`src/rtl/psd_chip_pkg.sv`:
```
// Shared definitions for the PSD chip digital core.
// Provides:
//   NUMREGS_DEFAULT - number of configuration registers in the regmap
//   REGADDR_W       - regmap address width, derived from NUMREGS_DEFAULT
//   scan_state_t    - state encoding of the DAC scan sequencer
//   scan_is_last()  - true when the code just written ends the sweep
package psd_chip_pkg;

  localparam int NUMREGS_DEFAULT = 67;
  localparam int REGADDR_W       = $clog2(NUMREGS_DEFAULT);

  typedef enum logic [1:0] {
    IDLE   = 2'd0,
    WRITE  = 2'd1,
    DWELL  = 2'd2,
    FINISH = 2'd3
  } scan_state_t;

  // The next code is formed 9 bits wide, so a carry out of bit 7 ends the
  // sweep instead of wrapping back to a small code. A zero step would repeat
  // the same code forever, so it also ends the sweep after one write.
  function automatic logic scan_is_last(input logic [7:0] code,
                                        input logic [7:0] step,
                                        input logic [7:0] last);
    logic [8:0] nxt;
    nxt = {1'b0, code} + {1'b0, step};
    return (step == 8'd0) || nxt[8] || (nxt[7:0] > last);
  endfunction

endpackage

```
`src/rtl/dac_scan_sequencer_dwell_counter.sv`:
```
// Loadable down-counter with a zero flag, used to time the hold period
// after each accepted DAC write.
// Ports:
//   clk, reset_n - system clock, async active-low reset
//   load         - load load_val (has priority over dec)
//   load_val     - value loaded on load
//   dec          - decrement by one; saturates at zero
//   zero         - count is zero
module dwell_counter #(
  parameter int W = 16
) (
  input  logic         clk,
  input  logic         reset_n,
  input  logic         load,
  input  logic [W-1:0] load_val,
  input  logic         dec,
  output logic         zero
);

  logic [W-1:0] count;

  always_ff @(posedge clk or negedge reset_n) begin
    if (!reset_n) begin
      count <= '0;
    end else if (load) begin
      count <= load_val;
    end else if (dec && (count != '0)) begin
      count <= count - 1'b1;
    end
  end

  assign zero = (count == '0);

endmodule

```
`src/rtl/dac_scan_sequencer.sv`:
```
// Autonomous sweep controller for one 8-bit configuration register.
// Steps the register from scan_first to scan_last (inclusive) by scan_step,
// writing each code through a req/ack handshake into the regmap write port
// and holding it for dwell+1 cycles after each accepted write.
// Ports:
//   clk, reset_n   - system clock, async active-low reset
//   start          - launch pulse, honoured only in IDLE
//   abort          - level; forces IDLE
//   scan_addr/first/last/step, dwell - sweep operands, latched at start
//   wr_req/wr_addr/wr_data, wr_ack   - regmap write handshake
//   busy           - not IDLE
//   step_strobe    - pulse the cycle after each accepted write
//   cur_code       - code most recently accepted by the regmap
//   done           - pulse on normal completion
//   error          - pulse the cycle after a start with an illegal address
//
// state  | meaning
// IDLE   | waiting for start
// WRITE  | wr_req high, waiting for wr_ack
// DWELL  | holding the accepted code until the dwell counter reaches zero
// FINISH | done pulse, back to IDLE next cycle
module dac_scan_sequencer
  import psd_chip_pkg::*;
#(
  parameter int NUMREGS = NUMREGS_DEFAULT,
  parameter int DWELL_W = 16
) (
  input  logic                 clk,
  input  logic                 reset_n,
  input  logic                 start,
  input  logic                 abort,
  input  logic [REGADDR_W-1:0] scan_addr,
  input  logic [7:0]           scan_first,
  input  logic [7:0]           scan_last,
  input  logic [7:0]           scan_step,
  input  logic [DWELL_W-1:0]   dwell,
  output logic                 wr_req,
  output logic [REGADDR_W-1:0] wr_addr,
  output logic [7:0]           wr_data,
  input  logic                 wr_ack,
  output logic                 busy,
  output logic                 step_strobe,
  output logic [7:0]           cur_code,
  output logic                 done,
  output logic                 error
);

  localparam logic [REGADDR_W:0] NUMREGS_C = (REGADDR_W + 1)'(NUMREGS);

  scan_state_t          state, state_nxt;
  logic [REGADDR_W-1:0] addr_q;
  logic [7:0]           code_q;
  logic [7:0]           last_q;
  logic [7:0]           step_q;
  logic [DWELL_W-1:0]   dwell_q;
  logic                 last_pt_q;
  logic [7:0]           cur_code_q;
  logic                 step_strobe_q;
  logic                 error_q;

  logic addr_ok;
  logic start_ok;
  logic start_bad;
  logic ack_take;
  logic dwell_zero;

  assign addr_ok   = ({1'b0, scan_addr} < NUMREGS_C);
  assign start_ok  = start && !abort && (state == IDLE) &&  addr_ok;
  assign start_bad = start && !abort && (state == IDLE) && !addr_ok;
  // An ack is honoured even in an abort cycle so cur_code tracks the regmap.
  assign ack_take  = (state == WRITE) && wr_ack;

  dwell_counter #(.W(DWELL_W)) u_dwell (
    .clk      (clk),
    .reset_n  (reset_n),
    .load     (ack_take),
    .load_val (dwell_q),
    .dec      (state == DWELL),
    .zero     (dwell_zero)
  );

  // State register
  always_ff @(posedge clk or negedge reset_n) begin
    if (!reset_n) state <= IDLE;
    else          state <= state_nxt;
  end

  // Next-state logic
  always_comb begin
    state_nxt = state;
    unique case (state)
      IDLE:    if (start_ok) state_nxt = WRITE;
      WRITE:   if (wr_ack)   state_nxt = DWELL;
      DWELL:   if (dwell_zero) state_nxt = last_pt_q ? FINISH : WRITE;
      FINISH:  state_nxt = IDLE;
      default: state_nxt = IDLE;
    endcase
    if (abort) state_nxt = IDLE;
  end

  // Outputs decoded from state; wr_req falls with the async reset of state.
  always_comb begin
    wr_req = (state == WRITE);
    busy   = (state != IDLE);
    done   = (state == FINISH);
  end

  // Operand latches and sweep datapath
  always_ff @(posedge clk or negedge reset_n) begin
    if (!reset_n) begin
      addr_q        <= '0;
      code_q        <= '0;
      last_q        <= '0;
      step_q        <= '0;
      dwell_q       <= '0;
      last_pt_q     <= 1'b0;
      cur_code_q    <= '0;
      step_strobe_q <= 1'b0;
      error_q       <= 1'b0;
    end else begin
      step_strobe_q <= ack_take;
      error_q       <= start_bad;
      if (start_ok) begin
        addr_q  <= scan_addr;
        code_q  <= scan_first;
        last_q  <= scan_last;
        step_q  <= scan_step;
        dwell_q <= dwell;
      end
      if (ack_take) begin
        cur_code_q <= code_q;
        last_pt_q  <= scan_is_last(code_q, step_q, last_q);
        if (!scan_is_last(code_q, step_q, last_q)) code_q <= code_q + step_q;
      end
    end
  end

  assign wr_addr     = addr_q;
  assign wr_data     = code_q;
  assign cur_code    = cur_code_q;
  assign step_strobe = step_strobe_q;
  assign error       = error_q;

endmodule

```
`config.mk`:
```
export PLATFORM = sky130hd
export DESIGN_NAME = dac_scan_sequencer
export DESIGN_NICKNAME = d
export VERILOG_FILES = /design/src/rtl/psd_chip_pkg.sv /design/src/rtl/dac_scan_sequencer_dwell_counter.sv /design/src/rtl/dac_scan_sequencer.sv
export SDC_FILE = /design/constraint.sdc
export NUM_CORES = 1
export LEC_CHECK = 0
export CAP_MARGIN = 10
export CORE_AREA = 2 2 82 84
export CTS_CLUSTER_SIZE = 24
export DETAILED_ROUTE_END_ITERATION = 10
export DIE_AREA = 0 0 84 86
export DONT_BUFFER_PORTS = 1
export GPL_TIMING_DRIVEN = 0
export PLACE_DENSITY = 0.79
export SYNTH_ARGS = -nofsm -noshare
export SYNTH_HDL_FRONTEND = slang
export SYNTH_SLANG_ARGS = --single-unit
```
`constraint.sdc`:
```
create_clock -name clk -period 10.5 [get_ports clk]
set_clock_uncertainty 0.05 [all_clocks]
set_input_delay 2.1 -clock clk [delete_from_list [all_inputs] [get_ports clk]]
set_output_delay 2.1 -clock clk [all_outputs]
set_load 0.05 [all_outputs]
```
==> key figures <==
STA
  • Final hold violations: 0
  • Final Cycle Share: 38.5%
  • Relative slew slack: 33.1%
  • Worst Tran Pin Value: 1.00 ns
  • Setup violations, final: 0
  • RSZ-0062 raised after global routing: false
  • Hold Slack: 0.458 ns
  • Max Freq: 248 MHz
  • Slew Viols, Final: 0
  • Post-layout min period: 4.04 ns
  • Final setup TNS: 0 ns

Worst setup path
  • Launching point of the worst reg2reg path: wr_data[0]
  • Crit path largest cell delay: 0.59 ns
  • Crit path max-delay family: adder cells
  • CP Launch Point: wr_data[0]
  • CP Max Fanout: 7
  • WP depth: 13
  • Crit path kind: reg -> reg
  • Crit-path most repeated cell: ha_1
  • Worst r2r path cells: 13
  • Startpoint types: flop
  • R2R Path End: wr_data[2]
  • Critical-path cell list: ha_1 -> fa_1 -> a211oi_1 -> o21bai_1 -> a21oi_1 -> xnor2_1 -> ha_1 -> nand4_1 -> or2_1 -> a22o_1 -> or3_1 -> buf_2 -> mux2_2
  • Buffer and inverter count on the worst path: 1
  • CP Data Required Time: 10.69 ns
  • Critical path endpoint: wr_data[2]
  • Setup crit end kind: flop
  • WP data arrival: 4.23 ns
  • Reg-to-reg setup timing slack: 6.46 ns
  • Critical path's slowest cell: dfrtp_1

Logic synthesis
  • Post-Synthesis Cells: 355
  • Syn avg cell area: 11.2 µm²
  • Sequential-to-total area share from yosys stat: 47.9%
  • Synth Net Count: 425
  • Number of synthesized register bits: 76
  • Mapped Area: 3970 µm²
  • Synth Flop Type: dfrtp_1
  • Distinct cells, synth: 62
  • Synth warnings: 0
  • Post-synth EDFFs: 0
  • Async SR Flop Fraction: 100%

Clock network
  • Root buffer cell: clkbuf_8
  • CTS max path bufs: 2
  • CTS tree: done
  • Number of hold buffers added after CTS: 0
  • Setup repair bufs after CTS: 0
  • Num CTS Buffers: 9
  • Post-cts sizing count: 0
  • Num Clock Sinks: 76
  • H-tree Lvls: 3
  • Worst-path clk slew: 0.08 ns
  • Clock Latency Late Sink: 0.35 ns

Route
  • Top Layer Used: met4
  • Drt wl/cell: 18.6 µm
  • Vias per std cell: 6.43
  • Vias: 2879
  • Metal2 WL: 3.93 mm
  • Starting DRT DRC Count: 288
  • DRC viols: 0
  • Met3 routed WL: 693 µm
  • Routed length on met1: 3.54 mm
  • Total Routed Length: 8.34 mm
  • Antenna Nets Post-Route: 0
  • 1st-pass router iterations: 5

Cells and area
  • FILL cells: 479
  • Commonest non-fill, non-tap cell in the layout: dfrtp_1
  • Final nets: 436
  • Layout cells sized above 1: 22.6%
  • Most frequent cells in the layout: dfrtp_1 (76), mux2_2 (43), nand2_1 (42), nor2_1 (19), ha_1 (17)
  • Synthesis-to-layout area growth: 7.19%
  • Antenna diodes: 0

GRT
  • Antenna violations before repair: 0
  • Total track usage: 24.1%
  • First-pass GRT wire length: 13.7 mm
  • Gr ovfl total: 0
  • Largest net degree at the start of global routing: 77
  • Vias in the first global route: 2836

Placement
  • Port Buffers: 0
  • Gpl congestion: 0.846
  • Placed wire-length estimate: 6.11 mm

Pwr
  • Leak: 1.95 nW
  • Worst vdd ir: 0.192 mV
  • P per Cell Area: 307 nW/µm²

Floorplanning
  • Starting Density: 63.2%
  • Die Span Y: 86 µm
  • Die ar.: 7220 µm²
  • Cell Rows: 29
  • Die X: 84 µm
  • IO Count: 80
  • Core region area: 6280 µm²

Worst hold path
  • Worst hold-check path type: reg -> reg

Run
  • Total of max-cap violations: 0

Run status
  • Status: finished clean
## routing by layer
layer	vias to the layer above	track usage [%]
li1	1325	-
met1	1396	30.9
met2	141	39.0
met3	17	6.54
met4	0	10.3
met5	-	0
## cells in the mapped netlist (4+ instances only)
cell type	count	share of area [%]
inv_1	14	1.3
ha_1	17	5.4
a21o_1	5	0.95
nor2_1	19	1.8
a21oi_1	16	2.0
buf_2	7	0.88
nor4_1	5	0.79
clkbuf_1	4	0.38
nand4_1	4	0.63
nand2_1	42	4.0
o211ai_1	4	0.76
o21ai_0	10	1.3
mux2_2	43	12
a221o_1	9	2.3
nor3_1	7	0.88
mux2_4	5	1.9
dfrtp_1	76	48
## cell type report
| cell class | instances | area [µm²] | share of cell area (%) |
|---|---|---|---|
| multi-input combinational | 253 | 1960 | 46.1 |
| sequential | 76 | 1900 | 44.7 |
| clock buffer | 13 | 169 | 3.97 |
| tap | 77 | 96.3 | 2.26 |
| buffer | 12 | 53.8 | 1.26 |
| inverter | 14 | 52.6 | 1.23 |
| clock inverter | 3 | 20.0 | 0.470 |
## stage by stage
stage | utilization, % | cells | instance area, µm² | power [mW] | setup WS, ns
finish | 67.8 | 448 | 4260 | 1.31 | 6.46
global route | 67.8 | 448 | 4260 | 1.39 | 6.23
CTS | 67.8 | 448 | 4260 | 1.30 | 6.47
detailed placement | 64.8 | 432 | 4070 | 1.09 | 6.52
global placement | 64.8 | 432 | 4070 | 1.06 | 6.58
floorplan | - | 355 | 3970 | 0.975 | 6.80
## kinds of logic (layout without fill, tap and decap cells)
group / Yosys count / after routing / share of synthesized area (%)
xor+xnor: 5 / 5 / 1.10
simple gates: 111 / 111 / 14.9
mux: 51 / 51 / 14.8
compound gates: 68 / 68 / 12.7
fa+ha+maj: 18 / 18 / 5.86
buf+inv: 26 / 42 / 2.68
flops: 76 / 76 / 47.9
## where the power goes
part	internal, mW	switching (mW)	leakage [nW]
clock network	0.105	0.105	0.0917
logic	0.226	0.249	0.926
registers	0.389	0.232	0.929
## sequential cells by signal, indices dropped and copies added (netlist names)
register and cells:
wr_addr 7, last_pt_q 1, wr_data 8, state 2
cur_code 8, error 1, dwell_q 16, last_q 8
step_strobe 1, u_dwell.count 16, step_q 8
## worst min-delay path by stage
stage / startpoint / to / slack (ns) / cells after the start
4_1_cts: last_q[1] / last_q[1] / 0.46 / 1
5_1_grt: last_q[1] / last_q[1] / 0.48 / 1
3_5_place_dp: last_q[1] / last_q[1] / 0.44 / 1
2_1_floorplan: dwell_q[8] / u_dwell.count[8] / 0.40 / 2
6_report: last_q[1] / last_q[1] / 0.46 / 1
3_3_place_gp: dwell_q[8] / u_dwell.count[8] / 0.42 / 2
Power figures use the tool's default switching activity.
